--- src/rtl/pcie_cfg_mgmt_bridge_if.sv ---
// Signal bundle between the register block, the config bridge and the PCIe endpoint
// config-management port. The bridge uses the slave view; the environment uses the master view.
interface pcie_cfg_mgmt_bridge_if;
    logic        i_req_valid;
    logic        o_req_ready;
    logic        i_req_write;
    logic [9:0]  i_req_addr;
    logic [31:0] i_req_wdata;
    logic [3:0]  i_req_wstrb;
    logic        o_resp_valid;
    logic [31:0] o_resp_rdata;
    logic        o_resp_err;
    logic        i_resp_ready;
    logic [9:0]  o_cfg_addr;
    logic [31:0] o_cfg_wdata;
    logic [3:0]  o_cfg_byte_en;
    logic        o_cfg_read;
    logic        o_cfg_write;
    logic [31:0] i_cfg_rdata;
    logic        i_cfg_done;

    modport slave (
        input  i_req_valid, i_req_write, i_req_addr, i_req_wdata, i_req_wstrb,
        input  i_resp_ready, i_cfg_rdata, i_cfg_done,
        output o_req_ready, o_resp_valid, o_resp_rdata, o_resp_err,
        output o_cfg_addr, o_cfg_wdata, o_cfg_byte_en, o_cfg_read, o_cfg_write
    );

    modport master (
        output i_req_valid, i_req_write, i_req_addr, i_req_wdata, i_req_wstrb,
        output i_resp_ready, i_cfg_rdata, i_cfg_done,
        input  o_req_ready, o_resp_valid, o_resp_rdata, o_resp_err,
        input  o_cfg_addr, o_cfg_wdata, o_cfg_byte_en, o_cfg_read, o_cfg_write
    );
endinterface

--- src/rtl/pcie_cfg_mgmt_bridge.sv ---
// Bridges single register-block requests onto the PCIe endpoint config-management port,
// with address range rejection, zero-strobe write short-circuit and a completion timeout.
module pcie_cfg_mgmt_bridge #(
    parameter int unsigned TIMEOUT_CYCLES = 256,
    parameter int unsigned MAX_DWORD      = 1024
) (
    input logic                   i_clk,
    input logic                   i_rst,
    pcie_cfg_mgmt_bridge_if.slave bus
);
    localparam int CNT_W = $clog2(TIMEOUT_CYCLES) + 1;
    localparam logic [CNT_W-1:0] CNT_LAST = CNT_W'(TIMEOUT_CYCLES - 1);

    typedef enum logic [1:0] {IDLE, ACCESS, RESP} state_t;

    state_t           state;
    logic [CNT_W-1:0] cnt;
    logic [9:0]       addr_q;
    logic [31:0]      wdata_q;
    logic [3:0]       be_q;
    logic             write_q;
    logic             req_ready;
    logic             resp_valid;
    logic [31:0]      resp_rdata;
    logic             resp_err;
    logic             cfg_read;
    logic             cfg_write;

    always_ff @(posedge i_clk) begin
        if (i_rst) begin
            state      <= IDLE;
            cnt        <= '0;
            addr_q     <= '0;
            wdata_q    <= '0;
            be_q       <= '0;
            write_q    <= 1'b0;
            req_ready  <= 1'b1;
            resp_valid <= 1'b0;
            resp_rdata <= '0;
            resp_err   <= 1'b0;
            cfg_read   <= 1'b0;
            cfg_write  <= 1'b0;
        end else begin
            case (state)
                IDLE: begin
                    if (bus.i_req_valid && req_ready) begin
                        addr_q    <= bus.i_req_addr;
                        wdata_q   <= bus.i_req_wdata;
                        write_q   <= bus.i_req_write;
                        be_q      <= bus.i_req_write ? bus.i_req_wstrb : 4'hF;
                        req_ready <= 1'b0;
                        if (32'(bus.i_req_addr) >= MAX_DWORD) begin
                            state      <= RESP;
                            resp_valid <= 1'b1;
                            resp_rdata <= 32'hFFFF_FFFF;
                            resp_err   <= 1'b1;
                        end else if (bus.i_req_write && (bus.i_req_wstrb == 4'h0)) begin
                            // Nothing to write: answer immediately without touching the endpoint.
                            state      <= RESP;
                            resp_valid <= 1'b1;
                            resp_rdata <= '0;
                            resp_err   <= 1'b0;
                        end else begin
                            state     <= ACCESS;
                            cnt       <= '0;
                            cfg_read  <= ~bus.i_req_write;
                            cfg_write <= bus.i_req_write;
                        end
                    end
                end
                ACCESS: begin
                    // Completion wins over timeout when both land in the same cycle.
                    if (bus.i_cfg_done) begin
                        state      <= RESP;
                        cfg_read   <= 1'b0;
                        cfg_write  <= 1'b0;
                        resp_valid <= 1'b1;
                        resp_rdata <= write_q ? 32'h0 : bus.i_cfg_rdata;
                        resp_err   <= 1'b0;
                    end else if (cnt == CNT_LAST) begin
                        state      <= RESP;
                        cfg_read   <= 1'b0;
                        cfg_write  <= 1'b0;
                        resp_valid <= 1'b1;
                        resp_rdata <= 32'hFFFF_FFFF;
                        resp_err   <= 1'b1;
                    end else begin
                        cnt <= cnt + 1'b1;
                    end
                end
                RESP: begin
                    if (bus.i_resp_ready) begin
                        state      <= IDLE;
                        resp_valid <= 1'b0;
                        req_ready  <= 1'b1;
                    end
                end
                default: begin
                    state     <= IDLE;
                    req_ready <= 1'b1;
                end
            endcase
        end
    end

    assign bus.o_req_ready   = req_ready;
    assign bus.o_resp_valid  = resp_valid;
    assign bus.o_resp_rdata  = resp_rdata;
    assign bus.o_resp_err    = resp_err;
    assign bus.o_cfg_addr    = addr_q;
    assign bus.o_cfg_wdata   = wdata_q;
    assign bus.o_cfg_byte_en = be_q;
    assign bus.o_cfg_read    = cfg_read;
    assign bus.o_cfg_write   = cfg_write;
endmodule

--- src/flat_wrapper.sv ---
// flat-port wrapper written by rule: the top's interface ports become plain ports
module pcie_cfg_mgmt_bridge_flat 
#(
    parameter int unsigned TIMEOUT_CYCLES = 256,
    parameter int unsigned MAX_DWORD      = 1024
)
  (i_clk, i_rst, bus_i_req_valid, bus_i_req_write, bus_i_req_addr, bus_i_req_wdata, bus_i_req_wstrb, bus_i_resp_ready, bus_i_cfg_rdata, bus_i_cfg_done, bus_o_req_ready, bus_o_resp_valid, bus_o_resp_rdata, bus_o_resp_err, bus_o_cfg_addr, bus_o_cfg_wdata, bus_o_cfg_byte_en, bus_o_cfg_read, bus_o_cfg_write);
  pcie_cfg_mgmt_bridge_if bus_i ();
  input logic i_clk;
  input logic i_rst;
  input wire logic [$bits(bus_i.i_req_valid)-1:0] bus_i_req_valid;
  input wire logic [$bits(bus_i.i_req_write)-1:0] bus_i_req_write;
  input wire logic [$bits(bus_i.i_req_addr)-1:0] bus_i_req_addr;
  input wire logic [$bits(bus_i.i_req_wdata)-1:0] bus_i_req_wdata;
  input wire logic [$bits(bus_i.i_req_wstrb)-1:0] bus_i_req_wstrb;
  input wire logic [$bits(bus_i.i_resp_ready)-1:0] bus_i_resp_ready;
  input wire logic [$bits(bus_i.i_cfg_rdata)-1:0] bus_i_cfg_rdata;
  input wire logic [$bits(bus_i.i_cfg_done)-1:0] bus_i_cfg_done;
  output wire logic [$bits(bus_i.o_req_ready)-1:0] bus_o_req_ready;
  output wire logic [$bits(bus_i.o_resp_valid)-1:0] bus_o_resp_valid;
  output wire logic [$bits(bus_i.o_resp_rdata)-1:0] bus_o_resp_rdata;
  output wire logic [$bits(bus_i.o_resp_err)-1:0] bus_o_resp_err;
  output wire logic [$bits(bus_i.o_cfg_addr)-1:0] bus_o_cfg_addr;
  output wire logic [$bits(bus_i.o_cfg_wdata)-1:0] bus_o_cfg_wdata;
  output wire logic [$bits(bus_i.o_cfg_byte_en)-1:0] bus_o_cfg_byte_en;
  output wire logic [$bits(bus_i.o_cfg_read)-1:0] bus_o_cfg_read;
  output wire logic [$bits(bus_i.o_cfg_write)-1:0] bus_o_cfg_write;
  assign bus_i.i_req_valid = bus_i_req_valid;
  assign bus_i.i_req_write = bus_i_req_write;
  assign bus_i.i_req_addr = bus_i_req_addr;
  assign bus_i.i_req_wdata = bus_i_req_wdata;
  assign bus_i.i_req_wstrb = bus_i_req_wstrb;
  assign bus_i.i_resp_ready = bus_i_resp_ready;
  assign bus_i.i_cfg_rdata = bus_i_cfg_rdata;
  assign bus_i.i_cfg_done = bus_i_cfg_done;
  assign bus_o_req_ready = bus_i.o_req_ready;
  assign bus_o_resp_valid = bus_i.o_resp_valid;
  assign bus_o_resp_rdata = bus_i.o_resp_rdata;
  assign bus_o_resp_err = bus_i.o_resp_err;
  assign bus_o_cfg_addr = bus_i.o_cfg_addr;
  assign bus_o_cfg_wdata = bus_i.o_cfg_wdata;
  assign bus_o_cfg_byte_en = bus_i.o_cfg_byte_en;
  assign bus_o_cfg_read = bus_i.o_cfg_read;
  assign bus_o_cfg_write = bus_i.o_cfg_write;
  pcie_cfg_mgmt_bridge #(.TIMEOUT_CYCLES(TIMEOUT_CYCLES), .MAX_DWORD(MAX_DWORD)) u_core (.i_clk(i_clk), .i_rst(i_rst), .bus(bus_i));
endmodule
--- config.mk ---
export PLATFORM = sky130hd
export DESIGN_NAME = pcie_cfg_mgmt_bridge_flat
export DESIGN_NICKNAME = d
export VERILOG_FILES = /design/src/rtl/pcie_cfg_mgmt_bridge_if.sv /design/src/rtl/pcie_cfg_mgmt_bridge.sv /design/src/flat_wrapper.sv
export SDC_FILE = /design/constraint.sdc
export NUM_CORES = 1
export LEC_CHECK = 0
export ABC_CLOCK_PERIOD_IN_PS = 3600
export CAP_MARGIN = 30
export CORE_MARGIN = 8
export CORE_UTILIZATION = 43
export CTS_CLUSTER_DIAMETER = 30
export DETAILED_ROUTE_END_ITERATION = 10
export HOLD_SLACK_MARGIN = 0.1
export PLACE_DENSITY_LB_ADDON = 0.2
export SETUP_SLACK_MARGIN = 0.05
export SKIP_LAST_GASP = 1
export SLEW_MARGIN = 25
export SYNTH_ARGS = -nofsm -noshare
export SYNTH_HDL_FRONTEND = slang
export SYNTH_SLANG_ARGS = --single-unit
--- constraint.sdc ---
create_clock -name i_clk -period 3.6 [get_ports i_clk]
set_input_delay 0.72 -clock i_clk [delete_from_list [all_inputs] [get_ports i_clk]]
set_output_delay 0.72 -clock i_clk [all_outputs]
set_load 0.02 [all_outputs]
==> results.sh <==
export IMPL_io_pins=167
export IMPL_holdWs_ns=0.457
export IMPL_vias_per_cell=5.17
export IMPL_die_height_um=109
export IMPL_start_util=0.433
export IMPL_worstPathArrival_ns=2.85
export IMPL_grt_pass1_vias=3510
export IMPL_multiInputGateArea_um2=1630
export IMPL_maxCapViolCount=0
export IMPL_synth_nets=531
export IMPL_finalSetupTns_ns=0
export IMPL_placed_area_um2=5390
export IMPL_finalNonFillerCells=706
export IMPL_yosys_register_bits=95
export IMPL_synth_edff_count=0
export IMPL_numCtsBuffers=9
export IMPL_grt_overflow_total=0
export IMPL_slew_violations=0
export IMPL_min_period_over_period=0.723
export IMPL_critPathKind="flop to flop"
export IMPL_dp_cells=690
export IMPL_drt_pass1_iter_count=4
export IMPL_yosysWarningCount=0
export IMPL_drive_gt1_frac=0.0518
export IMPL_die_area_um2=11800
export IMPL_worst_pin_slew_ns=0.620
export IMPL_fillers=715
export IMPL_powerDensity_nw_per_um2=419
export IMPL_p_seq_frac=0.498
export IMPL_crit_top_cell="and3_1"
export IMPL_power_internal_uw=1640
export IMPL_gp_congestion=0.785
export IMPL_skew_ns=0.00997
export IMPL_cp_cell_sequence="ha_1, and3_1, and3_1, and3_1, ha_1, o21ai_0, o41ai_4, buf_4, o21ba_2"
export IMPL_antenna_found_initial=0
export IMPL_syn_area_per_cell_um2=8.31
export IMPL_netlist_area_leader_share=0.514
export IMPL_cts_resized=0
export IMPL_cts_setup_buffers=0
export IMPL_rsz0062_at_grt="no"
export IMPL_synth_cell_types=38
export IMPL_setup_viol=0
export IMPL_clkLatencyLatePin_ns=0.35
export IMPL_grt_max_degree=50
export IMPL_cts_tree="yes"
export IMPL_clk_pin_slew_worst_paths_ns=0.10
export IMPL_crit_path_top_delay_cell="o21ai_0"
export IMPL_endpoint_kind="flop"
export IMPL_setup_worst_path_start_class="flop"
export IMPL_numClockSinks=95
export IMPL_hold_viol_final=0
export IMPL_syn_area_um2=3700
export IMPL_fin_area_um2=5570
export IMPL_cts_root_buffer="clkbuf_8"
export IMPL_fp_dieW_um=109
export IMPL_fmax_mhz=384
export IMPL_status="finished clean"
export IMPL_grt_pass1_wl_um=17300
export IMPL_hold_buffers=0
export IMPL_synth_area_leaders="dfxtp_1 51%, nand2_1 13%, a21oi_1 11%"
export IMPL_synth_top_cell_by_area="dfxtp_1"
export IMPL_max_stage_delay_ns=0.45
export IMPL_vias=3652
export IMPL_maxSlewHeadroom=0.586
export IMPL_setup_ws_ns=0.999
export IMPL_routed_wl_um=11100
export IMPL_hold_depth=2
export IMPL_async_reset_ff_frac=0
export IMPL_hold_path_class="flop to flop"
export IMPL_drc=0
export IMPL_layout_common_cells="165 x clkdlybuf4s50_1, 125 x nand2_1, 95 x dfxtp_1"
export IMPL_avgRoutedWirePerCell_um=15.7
export IMPL_switching_share=0.298
export IMPL_num_antenna_cells=0
export IMPL_cts_buffer_depth=2
export IMPL_power_frac_clock=0.277
export IMPL_drt_iter0_drc=176
export IMPL_row_count=34
export IMPL_dpl_hpwl_um=7910
export IMPL_fin_crit_ns=2.60
export IMPL_grt_use_total=0.182
export IMPL_leakage_uw=0.00200
export IMPL_postSynthCellCount=445
export IMPL_fp_coreArea_um2=8550
export IMPL_cts_htree_levels=3
export IMPL_ys_flop_type="dfxtp_1"
export IMPL_drtAntennaViolNets=0
export IMPL_cp_required_ns=3.85
export IMPL_power_switching_uw=695
export IMPL_numPortBuffers=166
export IMPL_final_common_cell="clkdlybuf4s50_1"
export IMPL_dp_slack_ns=0.930
export IMPL_syn2layout_area_growth_pct=50.6
export IMPL_ys_seq_area_frac=0.514
export IMPL_max_vdd_ir_drop_uv=228
export IMPL_final_nets=679
export IMPL_p_comb_frac=0.225
export IMPL_reg2reg_depth=9
export IMPL_ff_latch_area_um2=1900
export IMPL_path_max_fanout=35
power groups by stage:
stage | clock [uW] | combinational (uW) | sequential [uW]
3_3_place_gp | 0 | 520 | 1180
3_5_place_dp | 0 | 528 | 1190
6_report | 647 | 525 | 1160
4_1_cts | 670 | 530 | 1160
5_1_grt | 724 | 567 | 1170
2_1_floorplan | 0 | 186 | 1260
cell type report:
type                            instances  share of cell area
Multi-Input combinational cell        311               0.293
Timing Repair Buffer                  173               0.307
Sequential cell                        95               0.341
Inverter                                3             0.00202
Clock buffer                            9              0.0222
Clock inverter                          7             0.00989
Tap cell                              108              0.0243
synth_stat cells (all sizes together), types with 2 or more instances:
cell type  count
nor2          10
buf           16
a31oi          4
o21a          34
and3           4
inv            3
a311oi         4
nand2        125
nand3          8
ha             2
a21oi         82
nand2b         4
clkbuf        20
a21o           2
nand4          2
nor3           5
dfxtp         95
o21ai          2
nor3b          5
and2           2
worst paths after layout:
path	start	to	slack, ns
min	u_core.bus.o_cfg_wdata[27]	u_core.bus.o_cfg_wdata[27]	0.46
max reg2reg	u_core.cnt[0]	u_core.state[1]	1.0
min reg2reg	u_core.bus.o_cfg_wdata[27]	u_core.bus.o_cfg_wdata[27]	0.46
max	u_core.cnt[0]	u_core.state[1]	1.0
registers in the layout, summed over array words and instances, names as in the netlist, 2 cells and up:
register	flops
u_core.bus.o_cfg_wdata	32
u_core.cnt	9
u_core.state	2
u_core.bus.o_cfg_addr	10
u_core.bus.o_resp_rdata	32
u_core.bus.o_cfg_byte_en	4
per-stage QoR:
stage / power, uW / utilization
final: 2330 / 0.651
after global routing: 2460 / 0.651
after CTS: 2360 / 0.651
after detailed placement: 1710 / 0.630
after global placement: 1700 / 0.630
after floorplan: 1440 / -
cell families after synthesis:
family,synth area share
AOI/OAI and AO/OA,0.228
DFF,0.514
buffers and inverters,0.0470
and+or+nand+nor,0.204
adders and majority gates,0.00676
critical path, delay by kind of cell, from the launching register on:
family	cells	cell delay [ns]
flops	1	0.34
buf+inv	1	0.27
compound gates	3	0.86
fa+ha+maj	2	0.43
simple gates	3	0.59
per-layer routing:
layer,track usage,share of wire,vias up
li1,-,-,1810
met1,0.223,0.43,1675
met2,0.279,0.44,153
met3,0.0822,0.11,14
met4,0.0587,0.016,0
met5,0,0,-
No activity file was read; power rests on OpenSTA's default activity.
